===== src/rtl/tsc_isa_pkg.sv =====
// rtl/tsc_isa_pkg.sv - TSC ISA encodings, control field encodings and FSM state type
package tsc_isa_pkg;

  // Opcodes (IR[15:12])
  localparam logic [3:0] OP_BNE = 4'd0;
  localparam logic [3:0] OP_BEQ = 4'd1;
  localparam logic [3:0] OP_BGZ = 4'd2;
  localparam logic [3:0] OP_BLZ = 4'd3;
  localparam logic [3:0] OP_ADI = 4'd4;
  localparam logic [3:0] OP_ORI = 4'd5;
  localparam logic [3:0] OP_LHI = 4'd6;
  localparam logic [3:0] OP_LWD = 4'd7;
  localparam logic [3:0] OP_SWD = 4'd8;
  localparam logic [3:0] OP_JMP = 4'd9;
  localparam logic [3:0] OP_JAL = 4'd10;
  localparam logic [3:0] OP_R   = 4'd15;

  // R-type function codes (IR[5:0]); arithmetic funcs 0..7 double as ALU ops
  localparam logic [5:0] FN_SHR = 6'd7;
  localparam logic [5:0] FN_JPR = 6'd25;
  localparam logic [5:0] FN_JRL = 6'd26;
  localparam logic [5:0] FN_WWD = 6'd28;
  localparam logic [5:0] FN_HLT = 6'd29;

  // ALU operations used directly by the controller
  localparam logic [3:0] ALU_ADD = 4'd0;
  localparam logic [3:0] ALU_SUB = 4'd1;
  localparam logic [3:0] ALU_ORR = 4'd3;
  localparam logic [3:0] ALU_LHI = 4'd8;

  // Datapath mux encodings
  localparam logic [1:0] PC_SEQ    = 2'd0;
  localparam logic [1:0] PC_BRANCH = 2'd1;
  localparam logic [1:0] PC_JUMP   = 2'd2;
  localparam logic [1:0] PC_REG    = 2'd3;

  localparam logic [1:0] DST_RT = 2'd0;
  localparam logic [1:0] DST_RD = 2'd1;
  localparam logic [1:0] DST_R2 = 2'd2;

  localparam logic [1:0] RSRC_ALU = 2'd0;
  localparam logic [1:0] RSRC_MDR = 2'd1;
  localparam logic [1:0] RSRC_PC1 = 2'd2;

  localparam logic SRC_A_PC = 1'b0;
  localparam logic SRC_A_RS = 1'b1;

  localparam logic [1:0] SRC_B_RT   = 2'd0;
  localparam logic [1:0] SRC_B_ONE  = 2'd1;
  localparam logic [1:0] SRC_B_IMM  = 2'd2;
  localparam logic [1:0] SRC_B_ZERO = 2'd3;

  typedef enum logic [2:0] {
    S_IF   = 3'd0,
    S_ID   = 3'd1,
    S_EX   = 3'd2,
    S_MEM  = 3'd3,
    S_WB   = 3'd4,
    S_HALT = 3'd5
  } state_t;

  typedef struct packed {
    logic       mem_req;
    logic       mem_we;
    logic       iord;
    logic       ir_write;
    logic       pc_write;
    logic [1:0] pc_src;
    logic       reg_write;
    logic [1:0] reg_dst;
    logic [1:0] reg_src;
    logic [3:0] alu_op;
    logic       alu_src_a;
    logic [1:0] alu_src_b;
    logic       output_active;
  } ctrl_t;

endpackage


===== src/rtl/mc_decode.sv =====
// rtl/mc_decode.sv - combinational control decode from state, instruction fields and compare result
module mc_decode
  import tsc_isa_pkg::*;
#(
  parameter int OPCODE_W = 4,
  parameter int FUNC_W   = 6
) (
  input  state_t              state_i,
  input  logic [OPCODE_W-1:0] opcode_i,
  input  logic [FUNC_W-1:0]   func_i,
  input  logic [1:0]          alu_cmp_i,
  output ctrl_t               ctrl_o,
  output state_t              nxt_o,
  output logic                retire_o
);

  logic is_bne, is_beq, is_bgz, is_blz, is_adi, is_ori, is_lhi, is_lwd, is_swd, is_jmp, is_jal, is_r;
  logic is_arith, is_jpr, is_jrl, is_wwd, is_hlt, is_br, is_mem, go_ex, taken;

  assign is_bne = (opcode_i == OPCODE_W'(OP_BNE));
  assign is_beq = (opcode_i == OPCODE_W'(OP_BEQ));
  assign is_bgz = (opcode_i == OPCODE_W'(OP_BGZ));
  assign is_blz = (opcode_i == OPCODE_W'(OP_BLZ));
  assign is_adi = (opcode_i == OPCODE_W'(OP_ADI));
  assign is_ori = (opcode_i == OPCODE_W'(OP_ORI));
  assign is_lhi = (opcode_i == OPCODE_W'(OP_LHI));
  assign is_lwd = (opcode_i == OPCODE_W'(OP_LWD));
  assign is_swd = (opcode_i == OPCODE_W'(OP_SWD));
  assign is_jmp = (opcode_i == OPCODE_W'(OP_JMP));
  assign is_jal = (opcode_i == OPCODE_W'(OP_JAL));
  assign is_r   = (opcode_i == OPCODE_W'(OP_R));

  assign is_arith = is_r && (func_i <= FUNC_W'(FN_SHR));
  assign is_jpr   = is_r && (func_i == FUNC_W'(FN_JPR));
  assign is_jrl   = is_r && (func_i == FUNC_W'(FN_JRL));
  assign is_wwd   = is_r && (func_i == FUNC_W'(FN_WWD));
  assign is_hlt   = is_r && (func_i == FUNC_W'(FN_HLT));

  assign is_br  = is_bne || is_beq || is_bgz || is_blz;
  assign is_mem = is_lwd || is_swd;
  assign go_ex  = is_arith || is_adi || is_ori || is_lhi || is_mem || is_br;

  // alu_cmp: 00 zero, 01 other non-zero, 10 positive, 11 negative
  assign taken = (is_bne && (alu_cmp_i != 2'b00)) || (is_beq && (alu_cmp_i == 2'b00)) ||
                 (is_bgz && (alu_cmp_i == 2'b10)) || (is_blz && (alu_cmp_i == 2'b11));

  // Controls for the current state; IF/MEM values assume the handshake completes this cycle
  always_comb begin
    ctrl_o   = '0;
    nxt_o    = state_i;
    retire_o = 1'b0;
    case (state_i)
      S_IF: begin
        ctrl_o.mem_req   = 1'b1;
        ctrl_o.ir_write  = 1'b1;
        ctrl_o.pc_write  = 1'b1;
        ctrl_o.pc_src    = PC_SEQ;
        ctrl_o.alu_src_a = SRC_A_PC;
        ctrl_o.alu_src_b = SRC_B_ONE;
        ctrl_o.alu_op    = ALU_ADD;
        nxt_o            = S_ID;
      end
      S_ID: begin
        ctrl_o.alu_src_a = SRC_A_PC;
        ctrl_o.alu_src_b = SRC_B_IMM;
        ctrl_o.alu_op    = ALU_ADD;
        nxt_o            = S_IF;
        if (is_jmp || is_jal) begin
          ctrl_o.pc_src   = PC_JUMP;
          ctrl_o.pc_write = 1'b1;
          retire_o        = 1'b1;
        end
        if (is_jpr || is_jrl) begin
          ctrl_o.pc_src   = PC_REG;
          ctrl_o.pc_write = 1'b1;
          retire_o        = 1'b1;
        end
        if (is_jal || is_jrl) begin
          ctrl_o.reg_write = 1'b1;
          ctrl_o.reg_dst   = DST_R2;
          ctrl_o.reg_src   = RSRC_PC1;
        end
        if (is_wwd) begin
          ctrl_o.output_active = 1'b1;
          retire_o             = 1'b1;
        end
        if (is_hlt) begin
          nxt_o    = S_HALT;
          retire_o = 1'b1;
        end
        if (go_ex) nxt_o = S_EX;
      end
      S_EX: begin
        ctrl_o.alu_src_a = SRC_A_RS;
        if (is_br) begin
          ctrl_o.alu_op    = ALU_SUB;
          ctrl_o.alu_src_b = (is_bne || is_beq) ? SRC_B_RT : SRC_B_ZERO;
          ctrl_o.pc_src    = PC_BRANCH;
          ctrl_o.pc_write  = taken;
          retire_o         = 1'b1;
          nxt_o            = S_IF;
        end else if (is_arith) begin
          ctrl_o.alu_src_b = SRC_B_RT;
          ctrl_o.alu_op    = 4'(func_i);
          nxt_o            = S_WB;
        end else begin
          ctrl_o.alu_src_b = SRC_B_IMM;
          ctrl_o.alu_op    = is_ori ? ALU_ORR : (is_lhi ? ALU_LHI : ALU_ADD);
          nxt_o            = is_mem ? S_MEM : S_WB;
        end
      end
      S_MEM: begin
        ctrl_o.mem_req = 1'b1;
        ctrl_o.iord    = 1'b1;
        ctrl_o.mem_we  = is_swd;
        retire_o       = is_swd;
        nxt_o          = is_swd ? S_IF : S_WB;
      end
      S_WB: begin
        ctrl_o.reg_write = 1'b1;
        ctrl_o.reg_dst   = is_r ? DST_RD : DST_RT;
        ctrl_o.reg_src   = is_lwd ? RSRC_MDR : RSRC_ALU;
        retire_o         = 1'b1;
        nxt_o            = S_IF;
      end
      S_HALT: nxt_o = S_HALT;
      default: nxt_o = S_IF;
    endcase
  end

endmodule


===== src/rtl/mc_control_hs.sv =====
// rtl/mc_control_hs.sv - multicycle TSC control FSM with memory handshake, timeout halt and retire counter
module mc_control_hs
  import tsc_isa_pkg::*;
#(
  parameter int OPCODE_W = 4,
  parameter int FUNC_W   = 6,
  parameter int ICNT_W   = 16,
  parameter int WAIT_MAX = 15,
  parameter int WAIT_W   = 4
) (
  input  logic                clk,
  input  logic                reset_n,
  input  logic [OPCODE_W-1:0] opcode,
  input  logic [FUNC_W-1:0]   func,
  input  logic [1:0]          alu_cmp,
  input  logic                mem_ready,
  output logic                mem_req,
  output logic                mem_we,
  output logic                iord,
  output logic                ir_write,
  output logic                pc_write,
  output logic [1:0]          pc_src,
  output logic                reg_write,
  output logic [1:0]          reg_dst,
  output logic [1:0]          reg_src,
  output logic [3:0]          alu_op,
  output logic                alu_src_a,
  output logic [1:0]          alu_src_b,
  output logic                output_active,
  output logic                inst_retired,
  output logic [ICNT_W-1:0]   num_inst,
  output logic                is_halted,
  output logic                mem_err
);

  state_t              state_q, state_d, dec_nxt;
  logic [WAIT_W-1:0]   wait_q, wait_d;
  logic [ICNT_W-1:0]   icnt_q;
  logic                err_q, err_d;
  logic                dec_retire, retire;
  logic                handshake;
  ctrl_t               dec_ctrl, ctl;

  mc_decode #(
    .OPCODE_W (OPCODE_W),
    .FUNC_W   (FUNC_W)
  ) u_decode (
    .state_i   (state_q),
    .opcode_i  (opcode),
    .func_i    (func),
    .alu_cmp_i (alu_cmp),
    .ctrl_o    (dec_ctrl),
    .nxt_o     (dec_nxt),
    .retire_o  (dec_retire)
  );

  assign handshake = (state_q == S_IF) || (state_q == S_MEM);

  // Stall/timeout handling over the decoded controls; all outputs forced low while in reset
  always_comb begin
    ctl     = dec_ctrl;
    retire  = dec_retire;
    state_d = dec_nxt;
    wait_d  = wait_q;
    err_d   = err_q;
    if (handshake && !mem_ready) begin
      ctl.pc_write = 1'b0;
      retire       = 1'b0;
      state_d      = state_q;
      if (wait_q == WAIT_W'(WAIT_MAX)) begin
        state_d = S_HALT;
        err_d   = 1'b1;
      end else begin
        wait_d = wait_q + 1'b1;
      end
    end
    if (state_d != state_q) wait_d = '0;
    if (!reset_n) begin
      ctl    = '0;
      retire = 1'b0;
    end
  end

  // State, wait counter, sticky error and retired-instruction counter
  always_ff @(posedge clk or negedge reset_n) begin
    if (!reset_n) begin
      state_q <= S_IF;
      wait_q  <= '0;
      err_q   <= 1'b0;
      icnt_q  <= '0;
    end else begin
      state_q <= state_d;
      wait_q  <= wait_d;
      err_q   <= err_d;
      if (retire) icnt_q <= icnt_q + 1'b1;
    end
  end

  assign mem_req       = ctl.mem_req;
  assign mem_we        = ctl.mem_we;
  assign iord          = ctl.iord;
  assign ir_write      = ctl.ir_write;
  assign pc_write      = ctl.pc_write;
  assign pc_src        = ctl.pc_src;
  assign reg_write     = ctl.reg_write;
  assign reg_dst       = ctl.reg_dst;
  assign reg_src       = ctl.reg_src;
  assign alu_op        = ctl.alu_op;
  assign alu_src_a     = ctl.alu_src_a;
  assign alu_src_b     = ctl.alu_src_b;
  assign output_active = ctl.output_active;
  assign inst_retired  = retire;
  assign num_inst      = icnt_q;
  assign is_halted     = reset_n && (state_q == S_HALT);
  assign mem_err       = err_q;

endmodule


===== config.mk =====
export PLATFORM = sky130hd
export DESIGN_NAME = mc_control_hs
export DESIGN_NICKNAME = d
export VERILOG_FILES = /design/src/rtl/tsc_isa_pkg.sv /design/src/rtl/mc_decode.sv /design/src/rtl/mc_control_hs.sv
export SDC_FILE = /design/constraint.sdc
export NUM_CORES = 1
export LEC_CHECK = 0
export ABC_AREA = 1
export CORE_AREA = 2 2 66 68
export DETAILED_ROUTE_END_ITERATION = 12
export DIE_AREA = 0 0 68 70
export PLACE_DENSITY_LB_ADDON = 0.12
export SLEW_MARGIN = 20
export SYNTH_ARGS = -nofsm -noshare
export SYNTH_HDL_FRONTEND = slang
export SYNTH_SLANG_ARGS = --single-unit

===== constraint.sdc =====
create_clock -name clk -period 2.77 [get_ports clk]
set_clock_uncertainty 0.1 [all_clocks]
set_input_delay 0.831 -clock clk [delete_from_list [all_inputs] [get_ports clk]]
set_output_delay 0.831 -clock clk [all_outputs]
set_load 0.005 [all_outputs]

### Yosys cells after proc, flatten, opt, wreduce, memory -nomap -nowiden

Index checks and enable logic that the tools add are counted.

| word-level totals | value |
|---|---|
| flip-flop bits (word level) | 24 |
| input bits | 15 |
| output and inout bits | 39 |
| logic and storage cells | 111 |

| cells by class | value |
|---|---|
| $add $sub $neg | 2 |
| magnitude comparators | 1 |
| equal/unequal tests | 25 |
| muxes and demuxes | 43 |
| reduce and logical (&&, ||, !) cells | 36 |

Operators by type and width:

| kind | number |
|---|---|
| $mux W3 | 11 |
| $mux W4 | 7 |
| $eq A6 B5 Y1 const B | 4 |
| $pmux W7 S3 | 1 |
| $eq A4 B4 Y1 const B | 5 |
| $mux W20 | 1 |
| $add A16 B1 Y16 const B | 1 |
| $eq A4 B3 Y1 const B | 4 |
| $logic_or A1 B1 Y1 | 16 |
| $pmux W3 S5 | 1 |
| $mux W1 | 14 |
| $logic_and A1 B1 Y1 | 11 |
| $pmux W5 S2 | 1 |
| $pmux W3 S3 | 1 |
| $eq A4 B2 Y1 const B | 2 |
| $mux W2 | 4 |
| $eq A3 B2 Y1 const B | 2 |
| $eq A3 B3 Y1 const B | 2 |
| $le A6 B3 Y1 const B | 1 |
| $mux W5 | 1 |
| $add A4 B1 Y4 const B | 1 |
| $eq A2 B2 Y1 const B | 2 |
| $eq A4 B1 Y1 const B | 1 |
| $logic_not A4 Y1 | 1 |
| 10 further kinds | 12 |

### Depth between registers and ports, before layout

| depth | value |
|---|---|
| depth after elaboration | 13 |
| gate-level depth with buffers | 12 |
| gate-level depth less buffers | 11 |

### Hierarchy

A second synthesis with hierarchy kept.

| unflattened totals | value |
|---|---|
| cells, all modules | 323 |
| area total of the unflattened synthesis | 2089.5 sq um |

Modules (own cells, without submodules):

| module | instances | cells an instance | area each (sq um) |
|---|---|---|---|
| mc_control_hs | 1 | 210 | 1554.0 |
| mc_decode | 1 | 113 | 535.5 |

### Worst setup path after synthesis

OpenSTA, ideal clock, no wires.

| timing | value |
|---|---|
| path kind | input to output |
| from | input opcode[2] |
| to | output inst_retired |
| arrival time | 1.656 ns |
| required time | 1.839 ns |
| setup slack | 0.183 ns |
| stages on the path | 8 |
| path buffers | 1 |
| cells stage by stage | nor2_1 > inv_1 > nor2_2 > nor2_1 > nand4_2 > nand2_4 > inv_4 > buf_6 |

| between the ends | value |
|---|---|
| longest elaborated chain between the ends | 9 |
| elaborated cells on any way between the ends | 25 |
| classes of those cells | eq/ne: 7; mux: 8; reduce/logical: 10 |

Ends and longest elaborated chain:

| what | line | text |
|---|---|---|
| from (decl) | mc_control_hs.sv:13 | `input logic [OPCODE_W-1:0] opcode,` |
| $eq A4 B4 Y1, on equally long branches | mc_decode.sv:29, mc_decode.sv:30, mc_decode.sv:31 |  |
| $logic_or A1 B1 Y1 (tied with other cells) | mc_decode.sv:68 | `if (is_jmp \|\| is_jal) begin` |
| $mux W1 or $logic_or A1 B1 Y1 (tied branches) | mc_decode.sv:68, mc_decode.sv:73 |  |
| $mux W1 | mc_decode.sv:73 | `if (is_jpr \|\| is_jrl) begin` |
| $mux W1 | mc_decode.sv:83 | `if (is_wwd) begin` |
| $mux W1 | mc_decode.sv:87 | `if (is_hlt) begin` |
| $pmux W1 S4 * | mc_decode.sv:52 | `case (state_i)` |
| $mux W1 * | mc_control_hs.sv:66 | `if (handshake && !mem_ready) begin` |
| $mux W1 * | mc_control_hs.sv:78 | `if (!reset_n) begin` |
| to (decl) | mc_control_hs.sv:30 | `output logic inst_retired,` |

Every way passes the cells marked *; elsewhere a longest branch is shown, timed or not.

### Worst setup path in the final report

| timing | value |
|---|---|
| from | input func[5] |
| to | output reg_write |

| between the ends | value |
|---|---|
| longest elaborated chain between the ends | 6 |

Ends and longest elaborated chain:

| what | line | text |
|---|---|---|
| from (decl) | mc_control_hs.sv:14 | `input logic [FUNC_W-1:0] func,` |
| $eq A6 B5 Y1 | mc_decode.sv:35 | `assign is_jrl = is_r && (func_i == FUNC_W'(FN_JRL));` |
| $logic_and A1 B1 Y1 | mc_decode.sv:35 |  |
| $logic_or A1 B1 Y1 | mc_decode.sv:78 | `if (is_jal \|\| is_jrl) begin` |
| $mux W5 | mc_decode.sv:78 |  |
| $pmux W5 S2 | mc_decode.sv:52 |  |
| $mux W20 | mc_control_hs.sv:78 |  |
| to (decl) | mc_control_hs.sv:23 | `output logic reg_write,` |

No other way between the ends.

==> results by group <==
Worst hold path
  – Type of the worst min-delay path: reg -> reg

Worst setup path
  – Worst path cell trace: buf_6 > inv_2 > nand2_4 > o41ai_4 > nand2_1 > o21ai_1 > clkbuf_2
  – Critical path fanouts, max: 3
  – Data required time of the worst path: 1840 ps
  – Startpoint types: input pin
  – Setup crit end kind: primary output
  – Crit path max-delay family: compound AO/OA/AOI/OAI gates
  – Slowest stage delay, CP: 370 ps
  – Crit Path Class: in -> out
  – Buffers & Inverters on Critical Path: 3
  – Slowest cell on crit path: o41ai_4
  – WP data arrival: 1840 ps

STA
  – Worst slew margin: 71.0%
  – Unrepaired setup endpoints after global routing: true
  – Setup-failing EPs final: 1
  – Final Worst Setup Slack: -2.65 ps
  – Peak Freq: 361 MHz
  – Least-Margin Pin Slew: 431 ps
  – Setup TNS: -2.65 ps
  – Final hold vios: 0
  – Period Utilization, post-route: 100%
  – Final Max Tran Viols: 0
  – Clock period minus worst slack: 2770 ps

Pwr
  – Power per cell area: 582 nW/µm²
  – Design Power: 0.00177 W
  – Leakage: 1.50 nW
  – VDD IR max: 0.485 mV

Flow run
  – Max Cap Viol: 0

Floorplanning
  – CORE AREA: 4140 µm²
  – I/O pin count: 54
  – Row Count: 24
  – Die Wd: 68 µm
  – Starting Density: 45.5%
  – Die height: 70 µm
  – Die ar.: 4760 µm²

Status
  – Failing checks: negative setup slack
  – Status: finished, violations left

Global routing
  – First-pass GRT wire length: 9170 µm
  – Total Routing Usage GR: 24.3%
  – Vias in the first global route: 2029
  – GRT overflow: 0
  – Largest net degree at the start of global routing: 25
  – Initial antenna violation count: 0

Cells and area
  – Layout net count: 401
  – Most frequent cells in the layout: nand2_1 (80), buf_4 (47), nor2_1 (31)
  – Area Growth Syn to Fin: 61.5%
  – Most common cell after layout, fill and taps aside: nand2_1
  – # diodes: 0
  – FILL cells: 349
  – Share of cells above drive strength 1: 36.6%

Route
  – Final wirelength: 6400 µm
  – Drc violations: 0
  – Post-DRT Antenna Nets: 0
  – Iter 0 DRT Violations: 151
  – Initial DRT Pass Iterations: 7
  – Wire length per cell: 14.7 µm
  – Vias: 2274
  – Detailed-route vias per instance: 5.24

Clocking
  – CTS Buffer Depth: 2
  – CTS buffer count: 3
  – Clock Sinks: 24
  – Worst-Skew Late Latency: 260 ps
  – CTS root buf: clkbuf_8
  – H-tree lvl count: 1
  – CTS tree: built
  – CTS Hold Bufs: 0
  – Clk pin slew, worst setup/hold paths: 80 ps

Placed design
  – Pre-CTS WS: -914 ps
  – GPL Wtd Cong: 0.955
  – Detailed-placement wirelength estimate: 4150 µm
  – Port Buffers: 53

Yosys
  – Synthesis Warnings: 0
  – Mapped Cells: 282
  – Ys flop type: dfrtp_1
  – Post-synth EDFFs: 0
  – Fraction of synthesis flops using an asynchronous set or reset pin: 100%
  – Register area share after synthesis: 31.9%
  – Net Count, Synth: 299
  – Mean Syn Cell Area: 6.69 µm²
  – Yosys cell types: 33
  – FF+latch count, synth: 24
  – Synth Cell Area: 1890 µm²
cell type report:
type | count | area (µm²) | area share (%)
Timing Repair Buffer | 103 | 867 | 28.5
Clock buffer | 3 | 41.3 | 1.36
Multi-Input combinational cell | 222 | 1340 | 44.1
Inverter | 30 | 125 | 4.11
Sequential cell | 24 | 604 | 19.8
Tap cell | 52 | 65.1 | 2.14
through the flow:
stage | cells | cell area, µm² | util [%] | hold slack [ps]
final | 434 | 3050 | 73.5 | 392
after global routing | 434 | 3050 | 73.5 | 413
after CTS | 428 | 2840 | 68.5 | 398
after detailed placement | 420 | 2720 | 65.7 | 369
after global placement | 420 | 2720 | 65.7 | 367
after floorplan | 282 | 1890 | - | 368
repair_timing:
action / CTS / global route
resized for setup: 126 / 63
gates cloned: 0 / 0
pin swaps: 18 / 23
endpoints found under the setup margin: 22 / 16
buffers inserted: 5 / 6
hold endpoints to repair: 0 / 0
cells by family after synthesis:
family / synth area share (%)
DFF: 31.9
and+or+nand+nor: 42.6
adders and majority gates: 1.33
AOI/OAI and AO/OA: 7.30
xor gates and xnor gates: 7.90
buffers and inverters: 9.02
worst paths after layout:
check                           start           to  slack [ps]  depth (start not counted)
hold reg to reg               mem_err      mem_err         390                          1
setup / recovery              func[5]    reg_write          -3                          7
max in group asynchronous     reset_n   state_q[2]        1590                          3
hold / removal                mem_err      mem_err         390                          1
setup reg to reg           state_q[0]    wait_q[2]         860                         12
min in group asynchronous     reset_n  num_inst[8]         720                          3
per-layer routing:
layer	up-vias	global-route usage (%)	share of wire [%]
met5	-	0	0
met2	89	39.3	48
met3	29	4.35	5.3
met4	0	5.56	4.5
li1	1110	-	-
met1	1046	33.5	42
registers in the layout, indices dropped and copies added, names as in the netlist:
register and cells:
state_q 3, mem_err 1, wait_q 4, num_inst 16
cell usage after synthesis, drive strengths merged (2+ instances only):
cell,number,area [µm²]
nand2,94,375
inv,30,118
xor2,4,35.0
nor2,46,185
o21ai,7,35.0
a21oi,8,40.0
buf,6,52.5
xnor2,13,114
a31oi,2,12.5
nor4,2,12.5
nand4,8,62.6
dfrtp,24,601
ha,2,25.0
nor3,7,46.3
nand3,22,115
report_power, final:
part	internal, W	switching [W]
clock	0.0000971	0.000105
combinational	0.000462	0.000554
sequential	0.000430	0.000124
No activity file was read; power rests on OpenSTA's default activity.
